--- src/rtl/mem32_acc.sv ---
// mem32_acc: byte-addressed master for the 32K x 32 single-port memory.
// Converts 1/2/4-byte accesses at any alignment into one or two word cycles
// with byte-lane masks, and right-justifies read data back to the core.
// Optional build macro: MEM32_SEXT_EN adds input sx (sign-extend narrow reads).
module mem32_acc #(
  parameter int ASZ = 15,
  parameter int DSZ = 32
) (
  input  logic           clk,
  input  logic           rst,
  input  logic           req,
  input  logic           we,
  input  logic [1:0]     sz,
  input  logic [ASZ+1:0] addr,
  input  logic [DSZ-1:0] wdata,
  output logic           busy,
  output logic           ack,
  output logic [DSZ-1:0] rdata,
  output logic [ASZ-1:0] mem_ai,
  output logic           mem_we,
  output logic [3:0]     mem_bmsk,
  output logic [DSZ-1:0] mem_vi,
  input  logic [DSZ-1:0] mem_vo
`ifdef MEM32_SEXT_EN
  ,
  input  logic           sx
`endif
);

  typedef enum logic [2:0] {
    S_IDLE,
    S_W0,
    S_W1,
    S_R0,
    S_R1,
    S_R2
  } state_t;

  state_t         state_q, state_d;
  logic           busy_q, busy_d;
  logic           ack_q, ack_d;
  logic [DSZ-1:0] rdata_q, rdata_d;
  logic [ASZ-1:0] mem_ai_q, mem_ai_d;
  logic           mem_we_q, mem_we_d;
  logic [3:0]     bmsk_q, bmsk_d;
  logic [DSZ-1:0] vi_q, vi_d;

  // Request context captured at accept
  logic [1:0]     sz_q, sz_d;
  logic [1:0]     o_q, o_d;
  logic           split_q, split_d;
  logic [ASZ-1:0] w1_q, w1_d;
  logic [3:0]     bm1_q, bm1_d;
  logic [DSZ-1:0] vi1_q, vi1_d;
  logic           sx_q, sx_d;
  logic [DSZ-1:0] lo_q, lo_d;

  logic           sx_in;
`ifdef MEM32_SEXT_EN
  assign sx_in = sx;
`else
  assign sx_in = 1'b0;
`endif

  // Request decode straight from the inputs (only used in the accept cycle)
  logic [1:0]       in_sz;
  logic [1:0]       in_o;
  logic [2:0]       in_nb;
  logic [3:0]       in_end;
  logic             in_split;
  logic [3:0]       in_m;
  logic [7:0]       in_bm2;
  logic [2*DSZ-1:0] in_vi2;
  logic [ASZ-1:0]   in_w0;

  // Lane mask and write data are shifted into a double-width field; the low
  // half feeds the first word and the high half the second word of a split.
  always_comb begin
    in_sz    = (sz == 2'd3) ? 2'd2 : sz;
    in_o     = addr[1:0];
    in_w0    = addr[ASZ+1:2];
    case (in_sz)
      2'd0:    begin in_nb = 3'd1; in_m = 4'b0001; end
      2'd1:    begin in_nb = 3'd2; in_m = 4'b0011; end
      default: begin in_nb = 3'd4; in_m = 4'b1111; end
    endcase
    in_end   = {2'b00, in_o} + {1'b0, in_nb};
    in_split = (in_end > 4'd4);
    in_bm2   = {4'b0000, in_m} << in_o;
    in_vi2   = {{DSZ{1'b0}}, wdata} << {in_o, 3'b000};
  end

  function automatic logic [DSZ-1:0] align_rd(input logic [2*DSZ-1:0] pair,
                                              input logic [1:0] o,
                                              input logic [1:0] s,
                                              input logic se);
    logic [2*DSZ-1:0] sh;
    logic [DSZ-1:0]   r;
    sh = pair >> {o, 3'b000};
    r  = sh[DSZ-1:0];
    case (s)
      2'd0:    align_rd = {{(DSZ-8){se & r[7]}}, r[7:0]};
      2'd1:    align_rd = {{(DSZ-16){se & r[15]}}, r[15:0]};
      default: align_rd = r;
    endcase
  endfunction

  // Next-state and registered-output computation
  always_comb begin
    state_d  = state_q;
    busy_d   = busy_q;
    ack_d    = 1'b0;
    rdata_d  = rdata_q;
    mem_ai_d = mem_ai_q;
    mem_we_d = 1'b0;
    bmsk_d   = bmsk_q;
    vi_d     = vi_q;
    sz_d     = sz_q;
    o_d      = o_q;
    split_d  = split_q;
    w1_d     = w1_q;
    bm1_d    = bm1_q;
    vi1_d    = vi1_q;
    sx_d     = sx_q;
    lo_d     = lo_q;

    case (state_q)
      S_IDLE: begin
        busy_d = 1'b0;
        if (req) begin
          busy_d   = 1'b1;
          sz_d     = in_sz;
          o_d      = in_o;
          split_d  = in_split;
          w1_d     = in_w0 + ASZ'(1);
          bm1_d    = in_bm2[7:4];
          vi1_d    = in_vi2[2*DSZ-1:DSZ];
          sx_d     = sx_in;
          mem_ai_d = in_w0;
          if (we) begin
            state_d  = S_W0;
            mem_we_d = 1'b1;
            bmsk_d   = in_bm2[3:0];
            vi_d     = in_vi2[DSZ-1:0];
          end else begin
            state_d  = S_R0;
            bmsk_d   = 4'b1111;
          end
        end
      end
      S_W0: begin
        if (split_q) begin
          state_d  = S_W1;
          mem_we_d = 1'b1;
          mem_ai_d = w1_q;
          bmsk_d   = bm1_q;
          vi_d     = vi1_q;
        end else begin
          state_d = S_IDLE;
          busy_d  = 1'b0;
          ack_d   = 1'b1;
        end
      end
      S_W1: begin
        state_d = S_IDLE;
        busy_d  = 1'b0;
        ack_d   = 1'b1;
      end
      S_R0: begin
        state_d = S_R1;
        if (split_q) mem_ai_d = w1_q;
      end
      S_R1: begin
        lo_d = mem_vo;
        if (split_q) begin
          state_d = S_R2;
        end else begin
          state_d = S_IDLE;
          busy_d  = 1'b0;
          ack_d   = 1'b1;
          rdata_d = align_rd({{DSZ{1'b0}}, mem_vo}, o_q, sz_q, sx_q);
        end
      end
      S_R2: begin
        state_d = S_IDLE;
        busy_d  = 1'b0;
        ack_d   = 1'b1;
        rdata_d = align_rd({mem_vo, lo_q}, o_q, sz_q, sx_q);
      end
      default: begin
        state_d = S_IDLE;
        busy_d  = 1'b0;
      end
    endcase
  end

  // State and output registers with synchronous reset
  always_ff @(posedge clk) begin
    if (rst) begin
      state_q  <= S_IDLE;
      busy_q   <= 1'b0;
      ack_q    <= 1'b0;
      rdata_q  <= '0;
      mem_ai_q <= '0;
      mem_we_q <= 1'b0;
      bmsk_q   <= 4'b0000;
      vi_q     <= '0;
      sz_q     <= '0;
      o_q      <= '0;
      split_q  <= 1'b0;
      w1_q     <= '0;
      bm1_q    <= '0;
      vi1_q    <= '0;
      sx_q     <= 1'b0;
      lo_q     <= '0;
    end else begin
      state_q  <= state_d;
      busy_q   <= busy_d;
      ack_q    <= ack_d;
      rdata_q  <= rdata_d;
      mem_ai_q <= mem_ai_d;
      mem_we_q <= mem_we_d;
      bmsk_q   <= bmsk_d;
      vi_q     <= vi_d;
      sz_q     <= sz_d;
      o_q      <= o_d;
      split_q  <= split_d;
      w1_q     <= w1_d;
      bm1_q    <= bm1_d;
      vi1_q    <= vi1_d;
      sx_q     <= sx_d;
      lo_q     <= lo_d;
    end
  end

  assign busy     = busy_q;
  assign ack      = ack_q;
  assign rdata    = rdata_q;
  assign mem_ai   = mem_ai_q;
  assign mem_we   = mem_we_q;
  assign mem_bmsk = bmsk_q;
  assign mem_vi   = vi_q;

endmodule

--- config.mk ---
export PLATFORM = sky130hd
export DESIGN_NAME = mem32_acc
export DESIGN_NICKNAME = d
export VERILOG_FILES = /design/src/rtl/mem32_acc.sv
export SDC_FILE = /design/constraint.sdc
export NUM_CORES = 1
export LEC_CHECK = 0
export BUFFER_PORTS_ARGS = -buffer_cell sky130_fd_sc_hd__buf_2
export CAP_MARGIN = 15
export CORE_UTILIZATION = 31
export CTS_CLUSTER_SIZE = 10
export DETAILED_ROUTE_END_ITERATION = 6
export PLACE_DENSITY = 0.48
export SKIP_CTS_REPAIR_TIMING = 1
export SYNTH_ARGS = -nofsm -noshare
export SYNTH_HDL_FRONTEND = slang
export SYNTH_SLANG_ARGS = --single-unit
--- constraint.sdc ---
create_clock -name clk -period 2.42 [get_ports clk]
set_clock_uncertainty 0.1 [all_clocks]
set_input_delay 0.363 -clock clk [delete_from_list [all_inputs] [get_ports clk]]
set_output_delay 0.363 -clock clk [all_outputs]
set_load 0.02 [all_outputs]
==> results.cfg, run 1 <==
[clocking]
cts_root_buffer = clkbuf_16
clockBufferDepth = 2
cts_tree = built
cts_num_sinks = 168
worstSkewPairLatency_ns = 0.43
cts_buffers = 17
clk_pin_slew_ns = 0.08
htree_levels = 4

[routing]
wl_met2_microns = 12100
vias = 7779
wl_microns = 27400
vias_per_cell = 5.32
drcViolationCount = 0
ant_nets = 0
dr_wl_met3_microns = 1500
dr.first_iter.drc_count = 521
routedWlPerCell_microns = 18.7
dr.pass1.iters = 5
top_layer_used = met5
wl_met1_microns = 13100

[synthesis]
synthTopCellsByArea = dfxtp_1 39%, mux4_2 6.3%, a21oi_1 6.2%
syn_nets = 1050
syn_area_per_cell_sq_um = 8.90
ys_ff_latch = 168
yosys.area_share.adder_pct = 0.822
ys.flop_type = dfxtp_1
synth.mux.area_fraction_pct = 16.4
synth_top_cell_by_area = dfxtp_1
synth_seq_area_share_pct = 39.5
yosys.area_share.xor_xnor_pct = 1.34
synth_area_sq_um = 8520
synth_top_area_share_pct = 39.5
synthCells = 958
synth_compound_area_share_pct = 20.7
async_reset_ff_share_pct = 0
synth_edf_count = 0
synth_cell_types = 61
synth-simple-area-share_pct = 16.2
yosys_warnings = 0
synth_top_family_by_area = compound AO/OA/AOI/OAI gates

[finish]
seq_area_sq_um = 3360
multi_input_area_sq_um = 4740
nFillCells = 2736
area_growth_pct = 22.5
mostFrequentLayoutCells = 171 x buf_2, 167 x dfxtp_1, 126 x nand2_1
drive_gt1_share_pct = 28.9
nNetsFinal = 1197
final_common_cell = buf_2
final_area_sq_um = 10400

[setup_path]
crit_path_max_incr_delay_ns = 0.47
reg2reg_to = busy
crit_arrival_ns = 2.25
rr_startpoint = state_q[0]
crit_type = reg2reg
crit_chain = buf_4 -> or3b_2 -> buf_4 -> a21boi_0 -> o21ai_0 -> a21oi_1
path_common_cell = buf_4
worst-r2r-cell-count = 6
critPathRequiredTime_ns = 2.67
cpMaxStageDelayCell = dfxtp_1
r2r_setup_slack_ns = 0.42
cp_max_fo = 33
cp-end-kind = register
startpoint_type = register

[power_and_ir_drop]
power_uw = 7180
vdd_ir_drop_max_mv = 0.356
cellLeakagePower_uw = 0.00421
powerDensity_nw_per_um2 = 687

[floorplanning]
die_area_sq_um = 28200
die_x_microns = 168
rows = 60
pin_count = 173
die_y_microns = 168
start_util_pct = 31.6
core_sq_um = 27000

[placed_design]
dp.final_hpwl_microns = 18900
portBuffers = 172
dp_slack_ns = 0.397
placed_area_sq_um = 9800
gp_congestion = 0.835

[timing]
finalMaxSlewViolations = 0
post-route-min-period_ns = 2.00
worstMarginPinSlew_ns = 0.704
rsz0062_at_grt = false
fin_crit_sh_pct = 82.8
fin_setup_tns_ns = 0
max_freq_mhz = 499
setup_viol = 0
setup_ws_ns = 0.417
hold_viol = 0
relSlewSlack_pct = 53.0

[global_routing]
grt_max_degree = 56
grt_pass1_vias = 7287
grt.overflow.total = 0
antenna_found_initial = 2
grt_usage_pct = 19.4
grt_pass1_wl_microns = 42700

[worst_hold_path]
hold_end = lo_q[26]
worstHoldStart = mem_vo[26]
hp-class = in2reg
whs_path_depth = 3

[run_status]
status = finished clean

[flow_run]
drv_cap = 0
## power by group
part | leakage [uW] | switching (uW) | internal, uW
Combinational | 0.00253 | 685 | 451
Clock | 0.000311 | 1290 | 1770
Sequential | 0.00137 | 79.3 | 2900
## worst max-delay path: cells and delay by family, from the launching register on
family,cells,cell delay [ns]
AO/OA/AOI/OAI,3,0.41
buffers and inverters,2,0.50
flip-flops,1,0.47
AND/OR/NAND/NOR,1,0.45
## synth_stat cells, drive strengths merged (3+ instances only)
cell type and instances:
a211oi 22, a21oi 106, a221oi 18, a22oi 24, a2bb2oi 8, and2 10
buf 44, clkbuf 43, dfxtp 168, ha 4, inv 7, mux2 39
mux2i 42, mux4 24, nand2 126, nand2b 3, nand3 24, nand3b 9
nand4 4, nor2 65, nor2b 7, nor3 30, nor3b 3, nor4 5
o2111ai 9, o211ai 17, o21ai 42, o22ai 16, o32ai 7, or3b 3
xnor2 10, xor2 3
## logic make-up after synthesis
family | after synthesis
and+or+nand+nor | 295
adders and majority gates | 5
DFF | 168
muxes | 105
AOI/OAI and AO/OA | 278
xor gates and xnor gates | 13
buffers and inverters | 94
## flip-flops by register name, summed over array words and instances (netlist names), 3 cells and up
register,cells
mem_vi,32
bm1_q,3
state_q,3
mem_bmsk,4
w1_q,15
lo_q,32
mem_ai,15
vi1_q,24
rdata,32
## area by class of cell
type,count,share of cell area [%]
diodes,2,0.0479
clock buffers,18,4.11
clock inverters,14,1.99
inverters,7,0.252
multi-input cells,696,45.4
flip-flops and latches,168,32.2
well taps,341,4.09
repair buffers,215,11.8
## through the flow
step / hold WS [ns] / instances / util (%)
floorplan: 0.332 / 958 / -
global placement: 0.338 / 1427 / 36.4
detailed placement: 0.341 / 1427 / 36.4
CTS: 0.0712 / 1459 / 38.7
global route: 0.0796 / 1459 / 38.7
finish: 0.0871 / 1461 / 38.7
## metal layers
metal / GRT usage (%) / vias up
li1: - / 3828
met1: 27.2 / 3707
met2: 29.2 / 212
met3: 4.16 / 30
met4: 6.86 / 2
met5: 0 / -
## worst max path at each step
stage                           from       end  slack [ns]  cells after the start
final                     state_q[0]      busy        0.42                      6
after global routing      state_q[0]      busy        0.25                      6
after CTS                 state_q[0]      busy        0.40                      6
after detailed placement     addr[1]  vi1_q[6]        0.40                      5
after global placement    state_q[0]      busy        0.44                      6
after floorplan                sz[1]   split_q        0.43                      8
(Power assumes the default switching activity.)
==> run 2, diff against run 1 <==
--- a/config.mk
+++ b/config.mk
@@ -5,6 +5,7 @@
 export SDC_FILE = /design/constraint.sdc
 export NUM_CORES = 1
 export LEC_CHECK = 0
+export ABC_AREA = 1
 export BUFFER_PORTS_ARGS = -buffer_cell sky130_fd_sc_hd__buf_2
 export CAP_MARGIN = 15
 export CORE_UTILIZATION = 31
==> constraint.sdc (replaced) <==
create_clock -name clk -period 1.9 [get_ports clk]
set_clock_uncertainty 0.1 [all_clocks]
set_input_delay 0.285 -clock clk [delete_from_list [all_inputs] [get_ports clk]]
set_output_delay 0.285 -clock clk [all_outputs]
set_load 0.02 [all_outputs]
==> results.cfg, run 2 <==
[finish]
final_area_sq_um = 11400
final_util_pct = 38.4
nFillCells = 3349
area_growth_pct = 22.0
mostFrequentLayoutCells = 490 x nand2_1, 171 x buf_2, 167 x dfxtp_1
final_common_cell = nand2_1
nNetsFinal = 1743
drive_gt1_share_pct = 16.5
diodes = 0

[synthesis]
ys.flop_type = dfxtp_1
synthTopCellsByArea = dfxtp_1 36%, nand2_1 20%, nand3_1 8.4%
yosys.area_share.xor_xnor_pct = 0.375
synth_edf_count = 0
yosys.area_share.adder_pct = 0.751
synth_compound_area_share_pct = 17.0
ys_ff_latch = 168
yosys_warnings = 0
syn_area_per_cell_sq_um = 6.16
yosys-top-cells-count = 490 x nand2_1, 168 x dfxtp_1, 157 x nand3_1, 146 x o21ai_0, 135 x nor2_1
syn_nets = 1606
synth_cell_types = 33
synth_area_sq_um = 9330
synth_seq_area_share_pct = 36.0
synth.mux.area_fraction_pct = 0
synthCells = 1514
async_reset_ff_share_pct = 0
synth-simple-area-share_pct = 36.3
synth_top_family_by_area = simple AND/OR/NAND/NOR gates
yosysMostFrequentCell = nand2_1
synth_top_cell_by_area = dfxtp_1
synth_top_area_share_pct = 36.0

[timing]
worstMarginPinSlew_ns = 0.464
fin_hold_ws_ns = 0.0172
fin_crit_sh_pct = 93.7
post-route-min-period_ns = 1.78
relSlewSlack_pct = 68.7
finalMaxSlewViolations = 0
max_freq_mhz = 562
hold_viol = 0
rsz0062_at_grt = false
setup_viol = 0
fin_setup_tns_ns = 0

[setup_path]
worst-r2r-cell-count = 7
crit_arrival_ns = 2.04
startpoint_type = register
critPathRequiredTime_ns = 2.16
cpMaxStageDelayCell = o21ai_0
crit_path_max_incr_delay_ns = 0.40
crit_type = reg2reg
cp-end-kind = register
crit_chain = buf_4 -> nor2_4 -> nand2_1 -> nand2_1 -> o21ai_0 -> nor2_1 -> nor2_1
cp_max_fo = 10

[power_and_ir_drop]
vdd_ir_drop_max_mv = 0.559
p_int_uw = 6770
p_switching_uw = 3260
power_frac_clock_pct = 37.1
swShare_pct = 32.5
p_comb_share_pct = 23.8
powerDensity_nw_per_um2 = 881
power_uw = 10000
pwr-share-seq_pct = 39.1
cellLeakagePower_uw = 0.00546

[clocking]
htree_levels = 4
cts_root_buffer = clkbuf_16
cts_buffers = 17
cts_tree = built
worstSkewPairLatency_ns = 0.44
clk_pin_slew_ns = 0.07
cts_num_sinks = 168
clockBufferDepth = 2

[routing]
ant_nets = 0
dr.first_iter.drc_count = 708
routedWlPerCell_microns = 15.3
vias_per_cell = 4.84
drcViolationCount = 0
vias = 9950
dr.pass1.iters = 7
wl_microns = 31500

[floorplanning]
start_util_pct = 31.5
pin_count = 173
core_sq_um = 29600
die_area_sq_um = 30800
die_x_microns = 175
die_y_microns = 175
rows = 63

[global_routing]
grt.overflow.total = 0
grt_pass1_wl_microns = 50700
grt_usage_pct = 20.9
antenna_found_initial = 1
grt_max_degree = 93
grt_pass1_vias = 9299

[flow_run]
drv_cap = 0

[placed_design]
gp_congestion = 0.831
placed_area_sq_um = 10800
portBuffers = 172
dp.final_hpwl_microns = 22100

[run_status]
status = finished clean

[worst_hold_path]
hp-class = in2reg
whs_path_depth = 3
-- run 2: cell count changes after synthesis, sizes merged, moves of 21 or more --
cell | previous run | this run
a211oi | 22 | 1
a22oi | 24 | 0
clkbuf | 43 | 66
inv | 7 | 119
mux2 | 39 | 0
mux2i | 42 | 0
mux4 | 24 | 0
nand2 | 126 | 495
nand3 | 24 | 158
nor2 | 65 | 139
nor3 | 30 | 0
o21ai | 42 | 146
-- run 2: power groups by stage --
stage	Sequential, uW	Combinational [uW]	Clock [uW]
after global routing	3950	2700	3960
final	3920	2390	3720
after floorplan	4160	1380	0
after CTS	3920	2410	3830
after global placement	4000	2400	0
after detailed placement	4000	2400	0
-- run 2: cells by family (layout without fill, tap and decap cells) --
kind of cell               Yosys count  count (layout)
adders and majority gates            5               5
buffers and inverters              222             372
AOI/OAI and AO/OA                  296             296
xor gates and xnor gates             4               4
DFF                                168             168
and+or+nand+nor                    819             819
-- run 2: final cells by class --
cell class / count / area (sq um) / area share (%)
clock inverter: 10 / 143 / 1.25
clock buffer: 22 / 474 / 4.17
timing repair buffer: 218 / 1370 / 12.1
inverter: 122 / 460 / 4.05
multi-input combinational: 1124 / 5080 / 44.6
tap: 390 / 488 / 4.29
sequential: 168 / 3360 / 29.6
-- run 2: worst max-delay path, delay by kind of cell, from the launching register on --
| family | cells | cell delay (ns) |
|---|---|---|
| DFF | 1 | 0.35 |
| AOI/OAI and AO/OA | 1 | 0.40 |
| and+or+nand+nor | 5 | 0.72 |
| buffers and inverters | 1 | 0.13 |
-- run 2: final timing paths --
| path | start | slack, ns | to |
|---|---|---|---|
| max | state_q[2] | 0.12 | mem_vi[13] |
| min | mem_vo[20] | 0.02 | lo_q[20] |
| max reg2reg | state_q[2] | 0.12 | mem_vi[13] |
| min reg2reg | w1_q[1] | 0.35 | w1_q[1] |
-- run 2: layer usage --
layer  vias up  GRT usage [%]  part of all wire, %
li1       5147              -                    -
met1      4530           27.3                   46
met2       238           34.1                   46
met3        33           4.94                  5.8
met4         2           5.87                  1.5
met5         -              0                0.035
-- run 2: through the flow --
step	worst slack (ns)	std cells
floorplan	0.112	1514
global placement	0.190	2021
detailed placement	0.168	2021
CTS	0.142	2053
global route	0.0148	2054
finish	0.120	2054
